$ cat src/rtl/cv32e40p_pkg.sv
// Shared fault-tolerance definitions: CSR placement, default leaky-bucket settings
// and the operation class encoding used by the redundant execution units.
package cv32e40p_pkg;

    localparam logic [11:0] CSR_FT_ERRBANK_BASE = 12'hB20;

    localparam int unsigned ERROR_THRESHOLD = 8;
    localparam int unsigned ERROR_INCREASE  = 2;
    localparam int unsigned ERROR_DECREASE  = 1;

    typedef enum logic [1:0] {
        FT_CLASS_ALU = 2'd0,
        FT_CLASS_MUL = 2'd1,
        FT_CLASS_DIV = 2'd2,
        FT_CLASS_LSU = 2'd3
    } ft_class_e;

endpackage

$ cat src/rtl/cv32e40p_ft_leaky_counter.sv
// One leaky-bucket error counter with its sticky fault bit; the counter freezes
// once the bit is set and is cleared when software clears the bit.
module cv32e40p_ft_leaky_counter #(
    parameter int unsigned CNT_WIDTH = 32
) (
    input  logic                 clk,
    input  logic                 rst_n,
    input  logic                 evt,
    input  logic                 err,
    input  logic [CNT_WIDTH-1:0] thr,
    input  logic [3:0]           inc,
    input  logic [3:0]           dec,
    input  logic                 wr_cnt,
    input  logic [CNT_WIDTH-1:0] wdata,
    input  logic                 wr_flt,
    input  logic                 wflt,
    output logic [CNT_WIDTH-1:0] cnt,
    output logic                 faulty,
    output logic                 new_fault
);

    logic [CNT_WIDTH:0]   sum;
    logic [CNT_WIDTH-1:0] nxt;
    logic                 upd;

    always_comb begin
        sum = {1'b0, cnt} + (CNT_WIDTH+1)'(inc);
        nxt = '0;
        if (err) begin
            nxt = sum[CNT_WIDTH] ? '1 : sum[CNT_WIDTH-1:0];
        end else if (cnt > CNT_WIDTH'(dec)) begin
            nxt = cnt - CNT_WIDTH'(dec);
        end
        upd = evt && !faulty;
        // A CSR access to this slot owns the edge, so the event cannot declare a fault.
        new_fault = upd && !wr_cnt && !wr_flt && (thr != '0) && (nxt >= thr);
    end

    always_ff @(posedge clk or negedge rst_n) begin
        if (!rst_n) begin
            cnt    <= '0;
            faulty <= 1'b0;
        end else begin
            if (wr_cnt) begin
                cnt <= wdata;
            end else if (wr_flt && faulty && !wflt) begin
                cnt <= '0;
            end else if (upd) begin
                cnt <= nxt;
            end

            if (wr_flt) begin
                faulty <= wflt;
            end else if (new_fault) begin
                faulty <= 1'b1;
            end
        end
    end

endmodule

$ cat src/rtl/cv32e40p_ft_err_counter_bank.sv
// Bank of leaky-bucket error counters per (unit, class) with CSR access to the
// counters, the sticky fault map and a summary status word.
module cv32e40p_ft_err_counter_bank
    import cv32e40p_pkg::*;
#(
    parameter int unsigned NUM_UNITS   = 3,
    parameter int unsigned NUM_CLASSES = 4,
    parameter int unsigned CNT_WIDTH   = 32,
    parameter logic [11:0] CSR_BASE    = CSR_FT_ERRBANK_BASE,
    localparam int unsigned CW = (NUM_CLASSES > 1) ? $clog2(NUM_CLASSES) : 1,
    localparam int unsigned NR = NUM_UNITS * NUM_CLASSES
) (
    input  logic                      clk,
    input  logic                      rst_n,
    input  logic [NUM_UNITS-1:0]      valid_i,
    input  logic [NUM_UNITS*CW-1:0]   class_i,
    input  logic [NUM_UNITS-1:0]      error_i,
    input  logic [CNT_WIDTH-1:0]      threshold_i,
    input  logic [3:0]                incr_i,
    input  logic [3:0]                decr_i,
    input  logic [11:0]               csr_addr_i,
    input  logic                      csr_re_i,
    input  logic                      csr_we_i,
    input  logic [31:0]               csr_wdata_i,
    output logic [31:0]               csr_rdata_o,
    output logic                      csr_hit_o,
    output logic [NR-1:0]             perm_faulty_o,
    output logic                      fault_evt_o
);

    localparam int unsigned MAPW = (NR > 32) ? 32 : NR;

    logic [CNT_WIDTH-1:0] cnt_q [NR];
    logic [NR-1:0]        faulty_q;
    logic [NR-1:0]        new_fault;
    logic [NR-1:0]        wr_cnt;
    logic [NR-1:0]        wflt;
    logic [11:0]          off;
    logic [31:0]          off_int;
    logic                 wr;
    logic                 wr_flt;
    logic                 fault_evt_q;
    logic                 unused_wdata;

    assign off       = csr_addr_i - CSR_BASE;
    assign off_int   = 32'(off);
    assign csr_hit_o = (csr_addr_i >= CSR_BASE) && (off_int < NR + 2);
    // Reads win over writes so a read-modify-write race never corrupts state.
    assign wr        = csr_we_i && !csr_re_i && csr_hit_o;
    assign wr_flt    = wr && (off_int == NR);
    assign unused_wdata = ^csr_wdata_i;

    for (genvar u = 0; u < NUM_UNITS; u++) begin : g_unit
        for (genvar c = 0; c < NUM_CLASSES; c++) begin : g_class
            localparam int unsigned IDX = u * NUM_CLASSES + c;
            logic evt;

            assign evt         = valid_i[u] && (32'(class_i[u*CW +: CW]) == c);
            assign wr_cnt[IDX] = wr && (off_int == IDX);

            if (IDX < 32) begin : g_wmap
                assign wflt[IDX] = csr_wdata_i[IDX];
            end else begin : g_keep
                assign wflt[IDX] = faulty_q[IDX];
            end

            cv32e40p_ft_leaky_counter #(
                .CNT_WIDTH (CNT_WIDTH)
            ) u_cnt (
                .clk       (clk),
                .rst_n     (rst_n),
                .evt       (evt),
                .err       (error_i[u]),
                .thr       (threshold_i),
                .inc       (incr_i),
                .dec       (decr_i),
                .wr_cnt    (wr_cnt[IDX]),
                .wdata     (csr_wdata_i[CNT_WIDTH-1:0]),
                .wr_flt    (wr_flt),
                .wflt      (wflt[IDX]),
                .cnt       (cnt_q[IDX]),
                .faulty    (faulty_q[IDX]),
                .new_fault (new_fault[IDX])
            );
        end
    end

    always_comb begin
        csr_rdata_o = '0;
        if (csr_hit_o) begin
            for (int i = 0; i < NR; i++) begin
                if (off_int == i) begin
                    csr_rdata_o = 32'(cnt_q[i]);
                end
            end
            if (off_int == NR) begin
                csr_rdata_o = 32'(faulty_q[MAPW-1:0]);
            end
            if (off_int == NR + 1) begin
                csr_rdata_o = {23'd0, |faulty_q, 8'($countones(faulty_q))};
            end
        end
    end

    always_ff @(posedge clk or negedge rst_n) begin
        if (!rst_n) begin
            fault_evt_q <= 1'b0;
        end else begin
            fault_evt_q <= |new_fault;
        end
    end

    assign fault_evt_o   = fault_evt_q;
    assign perm_faulty_o = faulty_q;

endmodule

$ cat config.mk
export PLATFORM = sky130hd
export DESIGN_NAME = cv32e40p_ft_err_counter_bank
export DESIGN_NICKNAME = d
export VERILOG_FILES = /design/src/rtl/cv32e40p_pkg.sv /design/src/rtl/cv32e40p_ft_leaky_counter.sv /design/src/rtl/cv32e40p_ft_err_counter_bank.sv
export SDC_FILE = /design/constraint.sdc
export NUM_CORES = 2
export LEC_CHECK = 0
export ABC_AREA = 1
export CORE_UTILIZATION = 23
export DETAILED_ROUTE_END_ITERATION = 6
export PLACE_DENSITY = 0.42
export SYNTH_ARGS = -nofsm -noshare
export SYNTH_HDL_FRONTEND = slang
export SYNTH_SLANG_ARGS = --single-unit
$ cat constraint.sdc
create_clock -name clk -period 7 [get_ports clk]
set_clock_uncertainty 0.2 [all_clocks]
set_input_delay 1.4 -clock clk [delete_from_list [all_inputs] [get_ports clk]]
set_output_delay 1.4 -clock clk [all_outputs]
set_load 0.02 [all_outputs]
* Word level (Yosys, flattened, before mapping)
Index checks and enable logic that the tools add are counted.
** Cells by class
- Order comparisons :: 26
- Multiplexer cells :: 111
- Add/sub/neg operators :: 36
- Eq/ne operators :: 22
- Reduce and logical (&&, ||, !) cells :: 181
** Operators by type and width (number)
- 2-to-1 mux 32 bit :: 87
- adder 32 x 4 -> 33 bit :: 12
- >= comparator 32 bit :: 12
- > comparator 32 x 4 -> 1 bit :: 12
- subtractor 32 x 4 -> 32 bit :: 12
- logical AND 1 bit :: 112
- equality test 12 x 4 -> 1 bit, second input constant :: 6
- equality test 12 x 3 -> 1 bit, second input constant :: 4
- zero test 1 bit :: 38
- nonzero test 3 bit :: 12
- zero test 32 bit :: 1
- nonzero test 32 bit :: 1
- equality test 12 x 2 -> 1 bit, second input constant :: 2
- 2-to-1 mux 1 bit :: 24
- nonzero test 2 bit :: 12
- OR reduction 12 bit :: 2
- adder 1 x 1 -> 2 bit :: 6
- equality test 12 x 1 -> 1 bit, second input constant :: 1
- equality test 2 bit, second input constant :: 6
- >= comparator 12 bit, second input constant :: 1
- less-than comparator 12 x 4 -> 1 bit, second input constant :: 1
- subtractor 12 bit, second input constant :: 1
- adder 2 x 2 -> 3 bit :: 3
- equality test 2 x 1 -> 1 bit, second input constant :: 3
- other kinds (3) :: 5
** Word-level totals
- Logic and storage cells :: 401
- Input bits :: 100
- Register bits :: 397
- Output and inout bits :: 46

* Depth between registers and ports, before layout
- Depth after elaboration :: 17
- Mapped depth :: 32
- Gate-level depth less buffers :: 31

* Modules after synthesis
Synthesis repeated with hierarchy kept, for this count alone.
** Second synthesis, totals
- Cells, all modules :: 13410
- Area, all modules :: 72405.7 um2
** Modules (own cells, without submodules)
- cv32e40p_ft_leaky_counter at g_unit[0].g_class[0].u_cnt ... :: sequential area each 825.8 um2, cells an instance 1044, instances 7, area each 5651.7 um2
- cv32e40p_ft_leaky_counter at g_unit[2].g_class[2].u_cnt ... :: sequential area each 825.8 um2, cells an instance 1019, instances 2, area each 5570.3 um2
- cv32e40p_ft_leaky_counter at g_unit[2].g_class[1].u_cnt :: sequential area each 825.8 um2, cells an instance 1031, instances 1, area each 5753.0 um2
- cv32e40p_ft_leaky_counter at g_unit[0].g_class[1].u_cnt :: sequential area each 825.8 um2, cells an instance 1035, instances 1, area each 5721.7 um2
- cv32e40p_ft_leaky_counter at g_unit[0].g_class[2].u_cnt :: sequential area each 825.8 um2, cells an instance 1037, instances 1, area each 5639.2 um2
- cv32e40p_ft_err_counter_bank :: sequential area each 25.0 um2, cells an instance 961, instances 1, area each 4589.4 um2

* Worst setup path after synthesis
No wires, ideal clock.
- Path kind :: in2reg
- From :: input port decr_i[1]
- To :: register fault_evt_q (netlist: fault_evt_o)
- Data arrival time :: 5.411 ns
- Required time :: 6.731 ns
- Path buffers :: 0
- Path slack :: 1.320 ns
- Stages :: 25
- Setup time :: 0.069 ns
- Path through :: inv_1 ha_1 nand2_1 nor2_1 nor2_1 o21ai_0 nor3_1 nand3_1 nor3_1 nand3_1 nand2_1 o21ai_0 o21ai_0 inv_1 ha_1 nand2_1 inv_1 nand3_1 nor3_1 nor4b_1 nand4_1 nand3_1 nand3_1 nand4_1 nand3b_1
** Between the ends
- Longest elaborated chain between the ends :: 6
** Ends and longest elaborated chain
- start, declared :: line cv32e40p_ft_err_counter_bank.sv:20 : input logic [3:0] decr_i,
- subtractor 32 x 4 -> 32 bit or > comparator 32 x 4 -> 1 bit (tied branches) :: line cv32e40p_ft_leaky_counter.sv:32, cv32e40p_ft_leaky_counter.sv:31
- 2-to-1 mux 32 bit :: line cv32e40p_ft_leaky_counter.sv:31 : end else if (cnt > CNT_WIDTH'(dec)) begin
- 2-to-1 mux 32 bit :: line cv32e40p_ft_leaky_counter.sv:29 : if (err) begin
- >= comparator 32 bit :: line cv32e40p_ft_leaky_counter.sv:36 : new_fault = upd && !wr_cnt && !wr_flt && (thr != '0) && (nxt >= thr);
- logical AND 1 bit :: line cv32e40p_ft_leaky_counter.sv:36
- OR reduction 12 bit * :: line cv32e40p_ft_err_counter_bank.sv:109 : fault_evt_q <= |new_fault;
- end signal, assigned :: line cv32e40p_ft_err_counter_bank.sv:109
- end, declared :: line cv32e40p_ft_err_counter_bank.sv:42 : logic fault_evt_q;
Every way passes the cells marked *; elsewhere a longest branch is shown, timed or not.
A chain may end at the register's enable or synchronous reset.

* Final worst setup path
- From :: input port csr_addr_i[5]
- To :: output port csr_rdata_o[23]
** Between the ends
- Longest elaborated chain between the ends :: 17
** Ends and longest elaborated chain
- start, declared :: line cv32e40p_ft_err_counter_bank.sv:21 : input logic [11:0] csr_addr_i,
- subtractor 12 bit :: line cv32e40p_ft_err_counter_bank.sv:45 : assign off = csr_addr_i - CSR_BASE;
- zero test 32 bit :: line cv32e40p_ft_err_counter_bank.sv:92 : if (off_int == i) begin
- 2-to-1 mux 32 bit (12 in a row) :: line cv32e40p_ft_err_counter_bank.sv:92
- 2-to-1 mux 32 bit :: line cv32e40p_ft_err_counter_bank.sv:96 : if (off_int == NR) begin
- 2-to-1 mux 32 bit :: line cv32e40p_ft_err_counter_bank.sv:99 : if (off_int == NR + 1) begin
- 2-to-1 mux 32 bit * :: line cv32e40p_ft_err_counter_bank.sv:90 : if (csr_hit_o) begin
- end, declared :: line cv32e40p_ft_err_counter_bank.sv:25 : output logic [31:0] csr_rdata_o,
Marked as above.

==> flow_summary_export.csv <==
group,metric,value,unit
cts,clock_path_buffers,3,
place,gp_congestion,1.033,
power_and_ir_drop,peakVddDrop,0.1435,mV
route,routed_wirelength,379900,um
synth,synthSimpleGateAreaFrac,0.3307,
grt,grt_pass1_vias,65930,
synth,synth_top_area_frac,0.1739,
power_and_ir_drop,leakage,31.88,nW
synth,synth-seq-area-share,0.1739,
timing,slew_violations,0,
cts,cts.sink_count,397,
die,core-area,246400,um^2
run,maxCapViolCount,1,
timing,period_share,0.9931,
synth,synth_top_family_by_area,"simple AND/OR/NAND/NOR gates",
timing,rsz0062_at_grt,"false",
setup_path,cp_max_fo,10,
synth,mappedNetlistArea,57130,um^2
grt,grt_pass1_wl,525500,um
synth,yosysWarnings,0,
cells_and_area,finalNetCount,10460,
cells_and_area,drive_gt1_frac,0.09212,
synth,synth_edf_count,0,
grt,grt_usage,0.2945,
setup_path,crit_family,"simple AND/OR/NAND/NOR gates",
route,first_pass_iters,7,
timing,hold_ws,365.9,ps
min_path,worstHoldStart,"g_unit[2].g_class[3].u_cnt.cnt[3]$_DFFE_PN0P_",
route,viasPerCell,5.433,
die,initial_utilization,0.2319,
synth,ys.flop_type,"dfrtp_1",
cells_and_area,area_growth,18.97,%
route,postRouteAntennaNets,0,
cells_and_area,final_common_cell,"nand2_1",
cts,tritoncts,"done",
power_and_ir_drop,power_density,135.8,nW/um^2
cells_and_area,final_area,67970,um^2
cts,cts_root_buf,"clkbuf_16",
setup_path,worstPathArrival,5350,ps
synth,synth_area_leaders,"dfrtp_1 (17%), nand2_1 (14%), ha_1 (11%)",
timing,period_needed,6952,ps
synth,synth-xor-area-share,0.04584,
timing,setup_violations,0,
setup_path,cpPeakStageDelay,490,ps
synth,synth_mux_area_frac,0,
synth,synth_fp_nets,10140,
place,io_buffers,145,
synth,ys_ff_latch,397,
route,routedWlPerCell,28.73,um
setup_path,end_kind,"primary output",
cells_and_area,final_cell_mix,"nand2_1 (2104), inv_1 (1343), nor2_1 (1071)",
die,num_rows,182,
synth,synthDistinctLibCells,79,
setup_path,critPathLaunchType,"input port",
timing,fmax,143.8,MHz
grt,overflow,0,
die,die_width,500.4,um
synth,synth_cells,9525,
synth,synth_top_area_cell,"dfrtp_1",
setup_path,worst-path-buf-inv,8,
synth,synth.avg_cell_area,5.998,um^2
synth,ys_async_sr_fraction,1.000,
place,dp_hpwl,291700,um
die,die-height,500.4,um
synth,synth_compound_area_frac,0.2051,
cells_and_area,num-fill-cells,28020,
setup_path,cp_data_required_time,5400,ps
setup_path,cp_cell_sequence,"clkdlybuf4s50_1 -> inv_2 -> ha_1 -> nand2_2 -> nand3_2 -> nand2_1 -> nand2_1 -> nor2_8 -> nand2_4 -> inv_4 -> nand2_2 -> buf_4 -> o21ai_1 -> o21ai_0 -> nor2_1 -> buf_4 -> nand3_1 -> nand2_1 -> buf_12 -> nand4_1 -> nand2_1 -> inv_1 -> buf_4",
route,drt_iter0_markers,9322,
cts,h-tree-depth,3,
setup_path,crit_type,"input port to primary output",
run_status,violations,"capacitance limit",
min_path,hold_end,"g_unit[2].g_class[3].u_cnt.cnt[3]$_DFFE_PN0P_",
cts,path_clk_slew,60,ps
setup_path,r2r-start,"g_unit[2].g_class[2].u_cnt.cnt[0]$_DFFE_PN0P_",
setup_path,ff2ff_path_depth,30,
min_path,whs_path_depth,2,
cts,clk-insertion-delay-late,730,ps
timing,worst-slew-pin-transition,1483,ps
cts,cts.hold.buffers_added,0,
timing,max_slew_margin,0.01004,
route,vias,71840,
setup_path,crit_top_cell,"nand2_1",
timing,hold_violations,0,
die,io_pins,146,
min_path,hold_path_class,"flip-flop to flip-flop",
setup_path,r2r_slack,1310,ps
run_status,outcome,"finished, violations left",
setup_path,timing.rr.end,"fault_evt_o$_DFF_PN0_",
cts,cts_buffers,70,
route,drc,0,
synth,synthAdderAreaFrac,0.1173,
die,design.die.area,250400,um^2
grt,antenna_found_initial,46,
grt,grt_max_degree,137,
setup_path,crit_path_top_delay_cell,"clkdlybuf4s50_1",
place,postPlaceCellArea,65420,um^2
==> per-stage QoR <==
stage | setup TNS [ps] | utilization | std cells | setup slack [ps] | power (mW)
floorplan | 0 | - | 9525 | 1320 | 4.080
detailed placement | -2344 | 0.2655 | 13080 | -396.9 | 5.402
CTS | -4.556 | 0.2751 | 13200 | -4.556 | 9.213
finish | 0 | 0.2758 | 13220 | 48.04 | 9.231
global placement | -1956 | 0.2655 | 13080 | -396.3 | 5.388
global route | 0 | 0.2757 | 13210 | 3.575 | 9.598
==> cell families after synthesis <==
group                    count (synthesis)
XOR/XNOR                               299
AND/OR/NAND/NOR                       4426
buffers and inverters                 1881
flip-flops                             397
AO/OA/AOI/OAI                         2005
adder cells (fa/ha/maj)                517
==> routing by layer <==
layer / GRT usage / part of all wire / vias to the layer above
li1: - / - / 32450
met5: 0 / 0.00023 / -
met3: 0.05135 / 0.087 / 679
met1: 0.3929 / 0.42 / 34820
met4: 0.1695 / 0.064 / 14
met2: 0.4433 / 0.42 / 3877
==> worst min-delay path, delay by kind of cell, from the launching register on <==
kind / cells / cell delay, ps
AOI/OAI and AO/OA: 1 / 60
and+or+nand+nor: 1 / 70
DFF: 1 / 400
==> state kept, by name, indices dropped and copies added, names as in the netlist <==
register and cells:
g_unit.g_class.u_cnt.faulty 12, fault_evt_o 1, g_unit.g_class.u_cnt.cnt 384
==> cell usage after synthesis (11+ instances only) <==
cell	number
a211oi_1	19
a21oi_1	493
a22oi_1	11
a31oi_1	79
buf_1	24
buf_2	56
buf_4	21
clkbuf_1	371
clkinv_1	25
dfrtp_1	397
fa_1	31
ha_1	486
inv_1	1350
inv_2	23
nand2_1	2111
nand2_2	13
nand3_1	454
nand4_1	241
nor2_1	1079
nor3_1	320
nor4_1	103
o211ai_1	39
o21a_1	15
o21ai_0	914
o21ai_1	21
o21bai_1	11
o221ai_1	191
o22ai_1	43
o31ai_1	80
o41ai_1	27
or2_2	42
xnor2_1	29
xor2_1	270
==> where the power goes <==
group	internal [mW]	switching, mW
Sequential	2.37	0.219
Clock	2.21	1.57
Combinational	0.925	1.94
==> cell type report <==
cell class	instances	area, um^2	share of cell area
Multi-Input combinational cell	7247	40160	0.5910
Sequential cell	397	9936	0.1462
Clock buffer	104	2133	0.03139
Clock inverter	19	192.7	0.002835
Inverter	1399	5261	0.07741
Tap cell	3312	4144	0.06097
Timing Repair Buffer	723	6080	0.08945
Antenna cell	22	55.05	0.0008100
==> worst max path at each step <==
stage / startpoint / to / slack (ps) / cells after the start
after CTS: csr_addr_i[5] / csr_rdata_o[6] / -5 / 23
after global routing: csr_addr_i[5] / csr_rdata_o[30] / 4 / 24
after detailed placement: csr_addr_i[5] / csr_rdata_o[31] / -400 / 22
after floorplan: decr_i[1] / fault_evt_o$_DFF_PN0_ / 1320 / 25
after global placement: csr_addr_i[5] / csr_rdata_o[31] / -400 / 22
final: csr_addr_i[5] / csr_rdata_o[23] / 50 / 23
==> what timing repair did <==
item                       in CTS  in global routing
pin swaps                       0                  6
setup endpoints to repair      14                 25
resized for setup              19                 34
buffers inserted                0                  2
hold endpoints to repair        0                  0
Note: power is estimated with default switching activity, not from simulation.
